### src/rtl/udp_img_packetizer.sv
// udp_img_packetizer
// Drains a camera byte FIFO into fixed-length UDP payloads. Once the FIFO holds
// a full packet it raises tx_req, and after tx_ack it serves tx_data_rd pulls:
// an optional 4-byte header (frame number, packet index), then PKT_LEN pixel
// bytes popped from the FIFO. A rising edge on cmos_vsync starts a new frame.
//
// Build option: define PKT_HDR_EN to prepend the 4-byte header
// (udp_len = PKT_LEN+4). Without it the header state is skipped and
// udp_len = PKT_LEN. Frame and packet counters exist in both builds.
//
// Ports
//   gmii_rx_clk      sole clock (also the FIFO read clock)
//   rst_n            asynchronous active-low reset
//   cmos_vsync       camera frame sync, asynchronous, synchronised here
//   fifo_data_count  FIFO read-side fill level
//   fifo_data        FIFO read data, valid 1 cycle after fifo_rd_en
//   fifo_rd_en       FIFO pop
//   tx_req / tx_ack  packet-ready request and its acceptance
//   tx_data_rd       one-byte pull from the transmitter
//   tx_data          pulled byte, valid 1 cycle after tx_data_rd
//   udp_len          payload length of every packet
//   frame_num        frame counter
//   pkt_err          1-cycle pulse when a payload pull finds the FIFO empty
//   dbg_state        current FSM state (IDLE=0 REQ=1 HDR=2 PAYLOAD=3 DONE=4)
//
// Handshake: tx_req is held in REQ until the cycle tx_ack is sampled high;
// after that each cycle with tx_data_rd high is one byte transfer whose data
// appears on tx_data exactly one cycle later, with no back-pressure.

module udp_img_packetizer #(
    parameter int PKT_LEN = 1024,
    parameter int CNT_W   = 11
) (
    input  logic             gmii_rx_clk,
    input  logic             rst_n,
    input  logic             cmos_vsync,
    input  logic [CNT_W-1:0] fifo_data_count,
    input  logic [7:0]       fifo_data,
    output logic             fifo_rd_en,
    output logic             tx_req,
    input  logic             tx_ack,
    input  logic             tx_data_rd,
    output logic [7:0]       tx_data,
    output logic [15:0]      udp_len,
    output logic [15:0]      frame_num,
    output logic             pkt_err,
    output logic [2:0]       dbg_state
);

    typedef enum logic [2:0] {
        IDLE    = 3'd0,
        REQ     = 3'd1,
        HDR     = 3'd2,
        PAYLOAD = 3'd3,
        DONE    = 3'd4
    } state_t;

    localparam logic [31:0] PKT_LEN_U = 32'(PKT_LEN);
    localparam logic [10:0] LAST_C    = 11'(PKT_LEN - 1);

    state_t      state_q, state_d;
    logic        vs_meta_q, vs_sync_q, vs_prev_q;
    logic        vs_rise;
    logic [15:0] frame_num_q, frame_num_d;
    logic [15:0] pkt_idx_q, pkt_idx_d;
    logic        clr_pend_q, clr_pend_d;
    logic [10:0] byte_cnt_q, byte_cnt_d;
    logic [7:0]  tx_data_q, tx_data_d;
    logic        pay_sel_q, pay_sel_d;
    logic        pkt_err_q, pkt_err_d;
    logic        fifo_empty;
    logic        level_ok;
`ifdef PKT_HDR_EN
    logic [15:0] hdr_frame_q, hdr_frame_d;
`endif

    // Two synchroniser flops, plus one more to remember the previous
    // synchronised level for edge detection.
    always_ff @(posedge gmii_rx_clk or negedge rst_n) begin
        if (!rst_n) begin
            vs_meta_q <= 1'b0;
            vs_sync_q <= 1'b0;
            vs_prev_q <= 1'b0;
        end else begin
            vs_meta_q <= cmos_vsync;
            vs_sync_q <= vs_meta_q;
            vs_prev_q <= vs_sync_q;
        end
    end

    assign vs_rise    = vs_sync_q & ~vs_prev_q;
    assign fifo_empty = (fifo_data_count == '0);
    assign level_ok   = (32'(fifo_data_count) >= PKT_LEN_U);

    always_ff @(posedge gmii_rx_clk or negedge rst_n) begin
        if (!rst_n) begin
            state_q     <= IDLE;
            frame_num_q <= 16'h0000;
            pkt_idx_q   <= 16'h0000;
            clr_pend_q  <= 1'b0;
            byte_cnt_q  <= 11'd0;
            tx_data_q   <= 8'h00;
            pay_sel_q   <= 1'b0;
            pkt_err_q   <= 1'b0;
`ifdef PKT_HDR_EN
            hdr_frame_q <= 16'h0000;
`endif
        end else begin
            state_q     <= state_d;
            frame_num_q <= frame_num_d;
            pkt_idx_q   <= pkt_idx_d;
            clr_pend_q  <= clr_pend_d;
            byte_cnt_q  <= byte_cnt_d;
            tx_data_q   <= tx_data_d;
            pay_sel_q   <= pay_sel_d;
            pkt_err_q   <= pkt_err_d;
`ifdef PKT_HDR_EN
            hdr_frame_q <= hdr_frame_d;
`endif
        end
    end

    always_comb begin
        state_d     = state_q;
        frame_num_d = frame_num_q;
        pkt_idx_d   = pkt_idx_q;
        clr_pend_d  = clr_pend_q;
        byte_cnt_d  = byte_cnt_q;
        tx_data_d   = tx_data_q;
        pay_sel_d   = 1'b0;
        pkt_err_d   = 1'b0;
        fifo_rd_en  = 1'b0;
        tx_req      = 1'b0;
`ifdef PKT_HDR_EN
        hdr_frame_d = hdr_frame_q;
`endif

        if (vs_rise) begin
            frame_num_d = frame_num_q + 16'd1;
        end

        case (state_q)
            IDLE: begin
                if (vs_rise) pkt_idx_d = 16'h0000;
                if (level_ok) state_d = REQ;
            end

            REQ: begin
                tx_req = 1'b1;
                if (vs_rise) pkt_idx_d = 16'h0000;
                // An ack in the same cycle as a frame edge still starts the packet.
                if (tx_ack) begin
                    byte_cnt_d = 11'd0;
`ifdef PKT_HDR_EN
                    state_d     = HDR;
                    hdr_frame_d = frame_num_d;
`else
                    state_d     = PAYLOAD;
`endif
                end else if (vs_rise) begin
                    state_d = IDLE;
                end
            end

`ifdef PKT_HDR_EN
            HDR: begin
                // A frame edge here must not disturb the packet being sent;
                // the index clear waits for DONE.
                if (vs_rise) clr_pend_d = 1'b1;
                if (tx_data_rd) begin
                    case (byte_cnt_q[1:0])
                        2'd0:    tx_data_d = hdr_frame_q[15:8];
                        2'd1:    tx_data_d = hdr_frame_q[7:0];
                        2'd2:    tx_data_d = pkt_idx_q[15:8];
                        default: tx_data_d = pkt_idx_q[7:0];
                    endcase
                    if (byte_cnt_q[1:0] == 2'd3) begin
                        state_d    = PAYLOAD;
                        byte_cnt_d = 11'd0;
                    end else begin
                        byte_cnt_d = byte_cnt_q + 11'd1;
                    end
                end
            end
`endif

            PAYLOAD: begin
                if (vs_rise) clr_pend_d = 1'b1;
                if (tx_data_rd) begin
                    // An empty FIFO yields a 0x00 filler byte so the packet
                    // keeps its advertised length.
                    if (!fifo_empty) begin
                        fifo_rd_en = 1'b1;
                        pay_sel_d  = 1'b1;
                    end else begin
                        tx_data_d = 8'h00;
                        pkt_err_d = 1'b1;
                    end
                    if (byte_cnt_q == LAST_C) begin
                        state_d    = DONE;
                        byte_cnt_d = 11'd0;
                    end else begin
                        byte_cnt_d = byte_cnt_q + 11'd1;
                    end
                end
            end

            DONE: begin
                state_d    = IDLE;
                clr_pend_d = 1'b0;
                if (clr_pend_q || vs_rise) pkt_idx_d = 16'h0000;
                else                       pkt_idx_d = pkt_idx_q + 16'd1;
            end

            default: state_d = IDLE;
        endcase
    end

    // Payload bytes come straight from the FIFO output register the cycle
    // after the pop; header and filler bytes come from tx_data_q.
    assign tx_data   = pay_sel_q ? fifo_data : tx_data_q;
    assign pkt_err   = pkt_err_q;
    assign frame_num = frame_num_q;
    assign dbg_state = state_q;
`ifdef PKT_HDR_EN
    assign udp_len   = 16'(PKT_LEN + 4);
`else
    assign udp_len   = 16'(PKT_LEN);
`endif

endmodule

### config.mk
export PLATFORM = sky130hd
export DESIGN_NAME = udp_img_packetizer
export DESIGN_NICKNAME = d
export VERILOG_FILES = /design/src/rtl/udp_img_packetizer.sv
export SDC_FILE = /design/constraint.sdc
export NUM_CORES = 1
export LEC_CHECK = 0
export CAP_MARGIN = 20
export CORE_ASPECT_RATIO = 1.25
export CORE_MARGIN = 2
export CORE_UTILIZATION = 44
export DETAILED_ROUTE_END_ITERATION = 10
export PLACE_DENSITY = 0.86
export SLEW_MARGIN = 20
export SYNTH_ARGS = -nofsm -noshare
export SYNTH_HDL_FRONTEND = slang
export SYNTH_SLANG_ARGS = --single-unit
### constraint.sdc
create_clock -name gmii_rx_clk -period 1.9 [get_ports gmii_rx_clk]
set_input_delay 0.285 -clock gmii_rx_clk [delete_from_list [all_inputs] [get_ports gmii_rx_clk]]
set_output_delay 0.285 -clock gmii_rx_clk [all_outputs]
set_load 0.005 [all_outputs]
After elaboration in Yosys (flattened, before gate mapping)

Cells that the tools add are included.
Widths: inputs -> output; s select.

Bits in registers: 35
Bits of input ports: 24
Output and inout bits: 46

$add $sub $neg: 2
Order comparisons: 1
Equality and inequality tests: 8
Mux-type cells: 18
Bitwise logic cells: 2
Reductions and logical operators: 5

Operators by type and width:

| operator              | number |
|---|---|
| $mux 11               | 3 |
| $pmux 11 s2           | 1 |
| $add 16x1->16 const B | 1 |
| $mux 3                | 5 |
| $add 11x1->11 const B | 1 |
| $eq 11x10->1 const B  | 1 |
| $ge 11x11->1 const B  | 1 |
| $logic_not 11->1      | 1 |
| $pmux 3 s3            | 1 |
| $mux 8                | 1 |
| $ne 2x2->1 const B    | 4 |
| $mux 1                | 7 |
| $reduce_and 4->1      | 1 |
| $eq 3x1->1 const B    | 1 |
| $eq 3x2->1 const B    | 1 |
| $logic_not 3->1       | 1 |
| $ne 3x3->1 const B    | 1 |
| $reduce_and 3->1      | 1 |
| $reduce_bool 2->1     | 1 |
| $and 1x1->1           | 1 |
| $not 1->1             | 1 |

Longest topological paths before layout

Depth after elaboration: 5
Depth in mapped cells: 6

Worst setup path before layout

No wires, ideal clock.

Path type: register to register
Start point: register byte_cnt_q[0]
End point: register byte_cnt_q[0]
Library setup time: 0.121 ns
Arrival: 1.460 ns
Data required time: 1.779 ns
Setup slack: 0.319 ns
Stages on the path, launching flop included: 5
Clock period less this slack: 1.581 ns
Cell sequence: dfrtp_1 -> ha_1 -> nand3_2 -> or4_4 -> a22o_2

Longest elaborated chain between the ends: 4

Ends and longest elaborated chain:

| element                                       | line     | RTL |
|---|---|---|
| start, declared                               | 67       | `logic [10:0] byte_cnt_q, byte_cnt_d;` |
| start signal, assigned                        | 113      | `byte_cnt_q <= byte_cnt_d;` |
| $add 11x1->11 or $eq 11x10->1 (tied branches) | 203, 199 |  |
| $mux 11 (*)                                   | 199      | `if (byte_cnt_q == LAST_C) begin` |
| $mux 11 (*)                                   | 189      | `if (tx_data_rd) begin` |
| $pmux 11 s2 (*)                               | 142      | `case (state_q)` |

Mark *: on every way between the ends. The rest lies on a longest branch, timed or not. The select of a mux whose other input is x is not followed.
A chain may end at the register's enable or synchronous reset.

Worst setup path in the final report

Start point: input fifo_data_count[8]
End point: register pay_sel_q

Longest elaborated chain between the ends: 4

Ends and longest elaborated chain:

| element              | line | RTL |
|---|---|---|
| start, declared      | 37   | `input logic [CNT_W-1:0] fifo_data_count,` |
| $logic_not 11->1     | 92   | `assign fifo_empty = (fifo_data_count == '0);` |
| $mux 1               | 192  | `if (!fifo_empty) begin` |
| $mux 1               | 189  |  |
| $mux 1               | 142  |  |
| end signal, assigned | 115  | `pay_sel_q <= pay_sel_d;` |
| end, declared        | 69   | `logic pay_sel_q, pay_sel_d;` |

Every way passes these cells.

==> flow_metrics.tcl <==
set metrics [dict create \
    holdPathStages 0 \
    fin_crit_ns 1.84 \
    fin_nets 280 \
    dp_cells 292 \
    yosysWarnings 0 \
    synth.avg_cell_area_um2 10.0 \
    firstDrtPassIters 5 \
    area_growth_pct 42.7 \
    place_area_um2 2400 \
    reg2reg_depth 5 \
    htreeDepth 2 \
    core_area_um2 4070 \
    finalPower_mw 2.58 \
    std_cell_rows 26 \
    r2r_end "byte_cnt_q[5]$_DFFE_PN0P_" \
    setup_viol_count_final 0 \
    async_flop_share_pct 100 \
    ys_seq_elements 35 \
    place.gp.congestion 0.803 \
    synth_edf_count 0 \
    cp-start-kind "input port" \
    finalSetupTns_ns 0 \
    drc 0 \
    crit_type "in2reg" \
    grt_pass1_wl_mm 7.56 \
    grt_pass1_vias 1610 \
    path_clk_slew_ns 0.07 \
    maxCapViolations 0 \
    worst_hold_path.endpoint "vs_sync_q$_DFF_PN0_" \
    outcome "complete, no violations" \
    end_kind "register" \
    yosysUniqueCellTypes 46 \
    gr-total-overflow 0 \
    dp_slack_ns -0.0899 \
    die_height_um 76.7 \
    dr_total_vias 1609 \
    post-dp-hpwl_mm 3.08 \
    slew_violations 0 \
    design_area_um2 2650 \
    syn_area_um2 1860 \
    skew_ns 0.00976 \
    tritoncts "built" \
    grt_usage_pct 20.0 \
    die_x_um 62.1 \
    pwr_density_cell_nw_per_um2 975 \
    critPathRequiredTime_ns 2.09 \
    avgViaCountPerCell 5.17 \
    synthFlopType "dfrtp_1" \
    seq_area_frac_synth_pct 47.1 \
    fmax_mhz 544 \
    ir_drop_mv 0.660 \
    io_pins 70 \
    syn_inst 185 \
    period_share_pct 96.8 \
    finalWorstSetupSlack_ns 0.0611 \
    cts_num_sinks 35 \
    antenna_found_initial 0 \
    mostFrequentLayoutCells "44 x clkdlybuf4s50_1, 32 x dfrtp_1, 17 x nand2_1, 17 x buf_4, 16 x conb_1" \
    hold_viol 0 \
    start_util_pct 45.7 \
    grt_max_degree 36 \
    root_buffer "clkbuf_8" \
    worstSkewPairLatency_ns 0.30 \
    crit_arrival_ns 2.02 \
    numPortBuffers 53 \
    fin_cells 311 \
    p_leak_nw 1.23 \
    num_antenna_cells 0 \
    layout_commonest_cell "clkdlybuf4s50_1" \
    hold_class "reg2reg" \
    critPathMaxFanout 2 \
    hold_start "vs_meta_q$_DFF_PN0_" \
    cts_made_buffers 5 \
    drive_above_1_share_pct 18.4 \
    routedWlPerCell_um 15.0 \
    dieArea_um2 4760 \
    first_iter_violations 66 \
    wl_mm 4.66 \
    antenna_left 0 \
    r2r_slack_ns 0.11 \
    regToRegStartpoint "byte_cnt_q[0]$_DFFE_PN0P_" \
    cts_buffer_depth 2 \
]
[final cells by class]
class,instances,area (um^2)
Clock buffer,7,96.3
Clock inverter,1,7.51
Fill cell,324,1420
Inverter,3,11.3
Multi-Input combinational cell,139,913
Sequential cell,35,880
Tap cell,56,70.1
Timing Repair Buffer,70,673
[critical path: stages]
cell and delay (ns):
clkdlybuf4s50_1 0.43, nor3_2 0.27, a31oi_2 0.15, buf_4 0.16, buf_4 0.12, buf_4 0.12, buf_4 0.13, buf_4 0.12
buf_4 0.12, buf_4 0.12
[per-stage QoR]
stage	hold slack, ns	utilization [%]
after CTS	0.354	63.6
after global placement	0.333	59.1
final	0.350	65.2
after detailed placement	0.338	59.1
after floorplan	-0.0106	-
after global routing	0.374	65.2
[synthesized netlist by cell type, types with 2 or more instances]
cell type / n / area share (%)
nand4_1: 5 / 1.7
and3_1: 2 / 0.67
and4_1: 2 / 0.94
nand2_1: 17 / 3.4
dfrtp_1: 35 / 47
nand3_1: 8 / 2.2
xnor2_1: 10 / 4.7
o211ai_1: 2 / 0.81
or3_1: 3 / 1.0
nor3_1: 5 / 1.3
nand4b_1: 2 / 0.94
xor2_1: 5 / 2.4
ha_1: 2 / 1.3
nor2_1: 11 / 2.2
o41ai_1: 2 / 0.94
buf_4: 18 / 7.3
nor4_1: 2 / 0.67
conb_1: 2 / 0.40
o31ai_1: 2 / 0.81
inv_1: 3 / 0.61
buf_2: 3 / 0.81
a21oi_1: 3 / 0.81
nand2b_1: 2 / 0.67
o21ai_0: 8 / 2.2
a31oi_1: 2 / 0.67
and2_1: 9 / 3.0
[what timing repair did]
item | 4_1_cts | 5_1_grt
hold buffers | 0 | 0
setup buffers | 9 | 3
resized for setup | 7 | 12
pin swaps | 2 | 5
setup endpoints to repair | 2 | 2
[kinds of logic (layout without fill, tap and decap cells)]
group / Yosys count / count (layout) / synth area share, %
xor gates and xnor gates: 15 / 15 / 7.07
AOI/OAI and AO/OA: 23 / 23 / 8.28
other: 2 / 16 / 0.404
and+or+nand+nor: 81 / 81 / 25.7
DFF: 35 / 35 / 47.1
adders and majority gates: 2 / 2 / 1.35
muxes: 2 / 2 / 1.14
buffers and inverters: 25 / 81 / 8.89
[worst max-delay path by stage]
stage / start / to / slack [ns] / cells after the start
3_5_place_dp: fifo_data_count[2] / fifo_rd_en / -0.09 / 4
4_1_cts: fifo_data_count[4] / pay_sel_q$_DFF_PN0_ / 0.003 / 11
5_1_grt: fifo_data_count[8] / pay_sel_q$_DFF_PN0_ / -0.03 / 10
3_3_place_gp: fifo_data_count[2] / fifo_rd_en / -0.06 / 4
2_1_floorplan: byte_cnt_q[0]$_DFFE_PN0P_ / byte_cnt_q[0]$_DFFE_PN0P_ / 0.32 / 4
6_report: fifo_data_count[8] / pay_sel_q$_DFF_PN0_ / 0.06 / 10
[power breakdown]
part | switching, mW | total, mW | internal (mW)
combinational | 0.374 | 0.877 | 0.502
sequential | 0.215 | 1.10 | 0.886
clock | 0.277 | 0.607 | 0.330
[per-layer routing]
metal	up-vias	routed length, um	track usage (%)
met5	-	0	0
met2	85	2300	34.5
met1	764	1830	23.0
met4	0	141	8.89
li1	751	-	-
met3	9	384	5.72
[state kept, by name, indices dropped and copies added (netlist names)]
| name | count |
|---|---|
| byte_cnt_q | 11 |
| dbg_state | 3 |
| vs_prev_q | 1 |
| vs_sync_q | 1 |
| pkt_err | 1 |
| pay_sel_q | 1 |
| frame_num | 16 |
| vs_meta_q | 1 |
Power figures use the tool's default switching activity.
==> patch, RTL diff (same settings) <==
The parameter `CNT_W` goes from 11 to 15.
--- a/src/rtl/udp_img_packetizer.sv
+++ b/src/rtl/udp_img_packetizer.sv
@@ -30,5 +30,5 @@
 module udp_img_packetizer #(
     parameter int PKT_LEN = 1024,
-    parameter int CNT_W   = 11
+    parameter int CNT_W   = 15
 ) (
     input  logic             gmii_rx_clk,
Ports: changed (resized fifo_data_count); port bits go from 70 to 74. The function was not compared with the original's and may differ.
==> patch against the unedited design <==
Cell count shrank 0.32%. Count of clock-buffer cells in the layout shrank 1. Power grew 3.2%. Synthesized area shrank 2.0%. Routed wire length shrank 16%. Cell area shrank 2.4%. Non-clock buffer count shrank 2. Worst setup slack lost 30 ps. Critical path depth shrank 4. Sequential power shrank 10%. Register-to-register slack gained 200 ps. Sequential cell count is the same. Critical endpoint is now fifo_rd_en. Largest cell class is now flip-flops and latches.
==> patch: results (changes against the unedited design) <==
* Status: finished, final reports clean (unchanged)
* GRT Util Overall at 18.1% (was 20.0%)
* First-pass GRT wire length at 6.50 mm (was 7.56 mm)
* Layout cell share with drive strength beyond 1 at 11.4% (was 18.4%)
* WL/cell at 12.6 µm (was 15.0 µm)
* Post-synthesis sequential area ratio at 48.1% (was 47.1%)
* Non-Filler Instances at 310 (was 311)
* Slowest Stage Delay on Critical Path at 400 ps (was 430 ps)
* Post-DP HPWL at 2.98 mm (was 3.08 mm)
* Via density at 4.88 (was 5.17)
* Hold/Removal Path Class: reg2reg (unchanged)
* Placed Area at 0.00244 mm² (was 0.00240 mm²)
* Synth unique cells at 35 (was 46)
* H-tree depth at 2 (unchanged)
* Initial antenna violation count at 0 (unchanged)
* Leakage at 0.00108 µW (was 0.00123 µW)
* VDD IR max at 0.720 mV (was 0.660 mV)
* Nets at 283 (was 280)
* Dpl cells at 300 (was 292)
* Synth area leaders: dfrtp_1, xnor2_1, buf_4 (was dfrtp_1, buf_4, xnor2_1)
* RePlAce Congestion at 0.778 (was 0.803)
* Drt pass-1 iters at 4 (was 5)
* Congestion Overflow GR at 0 (unchanged)
* Clock Latency Late Sink at 280 ps (was 300 ps)
* Worst EP arrival at 1580 ps (was 2020 ps)
* Vias in the first global route at 1508 (was 1610)
* Delay-heaviest family, CP: buffers and inverters (unchanged)
* Max FFs per register at 16 (unchanged)
* Port bufs at 57 (was 53)
* Post-Route Skew at 3.28 ps (was 9.76 ps)
* Top FF cell, synth: dfrtp_1 (unchanged)
* Synth Instances at 184 (was 185)
* Ys async rst share at 100% (unchanged)
* Synth cell count leaders: dfrtp_1, buf_4, nand2_1, xnor2_1, nand3_1 (was dfrtp_1, buf_4, nand2_1, nor2_1, xnor2_1)
* DRT iter0 DRCs at 52 (was 66)
patch: changes by cell type in the layout (fill, tap and decap cells not counted), moves of 4 or more:
cell / change
dlymetal6s2s_1: -7
nor2_1: -4
buf_4: -6
o21ai_1: +5
clkdlybuf4s50_1: +12
o21ai_0: -6
nand3_1: +4
xnor2_1: +5
patch: final cells by class:
class,instances,area [µm²]
inverter,5,18.8
sequential,35,876
fill,335,1450
clock inverter,2,35.0
timing repair buffer,68,652
clock buffer,6,82.6
multi-input combinational,138,853
tap,56,70.1
patch: timing repair:
| item | in CTS | in global routing |
|---|---|---|
| resized for setup | 3 | 3 |
| setup endpoints to repair | 1 | 2 |
| pin swaps | 1 | 0 |
| setup buffers | 2 | 0 |
patch: logic make-up after synthesis:
group | after synthesis | share of synthesized area, %
AND/OR/NAND/NOR | 78 | 23.9
flip-flops | 35 | 48.1
buffers and inverters | 25 | 8.86
AO/OA/AOI/OAI | 21 | 6.80
XOR/XNOR | 18 | 8.65
multiplexers | 3 | 1.92
adder cells (fa/ha/maj) | 2 | 1.37
other | 2 | 0.412
patch: path summary, 6_finish.rpt:
path	to	startpoint	cells past startpoint	slack, ps
max in group asynchronous	pay_sel_q$_DFF_PN0_	rst_n	2	1180
min reg2reg	vs_sync_q$_DFF_PN0_	vs_meta_q$_DFF_PN0_	0	350
max reg2reg	dbg_state[1]$_DFFE_PN0P_	byte_cnt_q[0]$_DFFE_PN0P_	5	310
max	fifo_rd_en	fifo_data_count[0]	6	30
min	vs_sync_q$_DFF_PN0_	vs_meta_q$_DFF_PN0_	0	350
min in group asynchronous	frame_num[2]$_DFFE_PN0P_	rst_n	2	410
patch: routing by layer:
| metal | part of all wire (%) | global-route usage (%) | vias to the layer above |
|---|---|---|---|
| li1 | - | - | 746 |
| met1 | 39 | 20.9 | 715 |
| met2 | 55 | 29.7 | 47 |
| met3 | 5.0 | 4.61 | 6 |
| met4 | 1.2 | 9.15 | 0 |
| met5 | 0 | 0 | - |
patch: power breakdown:
part	switching, µW	internal, µW	leakage [µW]
sequential	125	862	0.000465
clock	266	424	0.0000612
combinational	443	549	0.000558
patch: through the flow:
| stage | worst slack [ps] | power (µW) |
|---|---|---|
| global placement | -65.1 | 1920 |
| CTS | 26.8 | 2680 |
| detailed placement | -86.2 | 1950 |
| global route | -31.2 | 2840 |
| finish | 30.7 | 2670 |
| floorplan | 520 | 1450 |
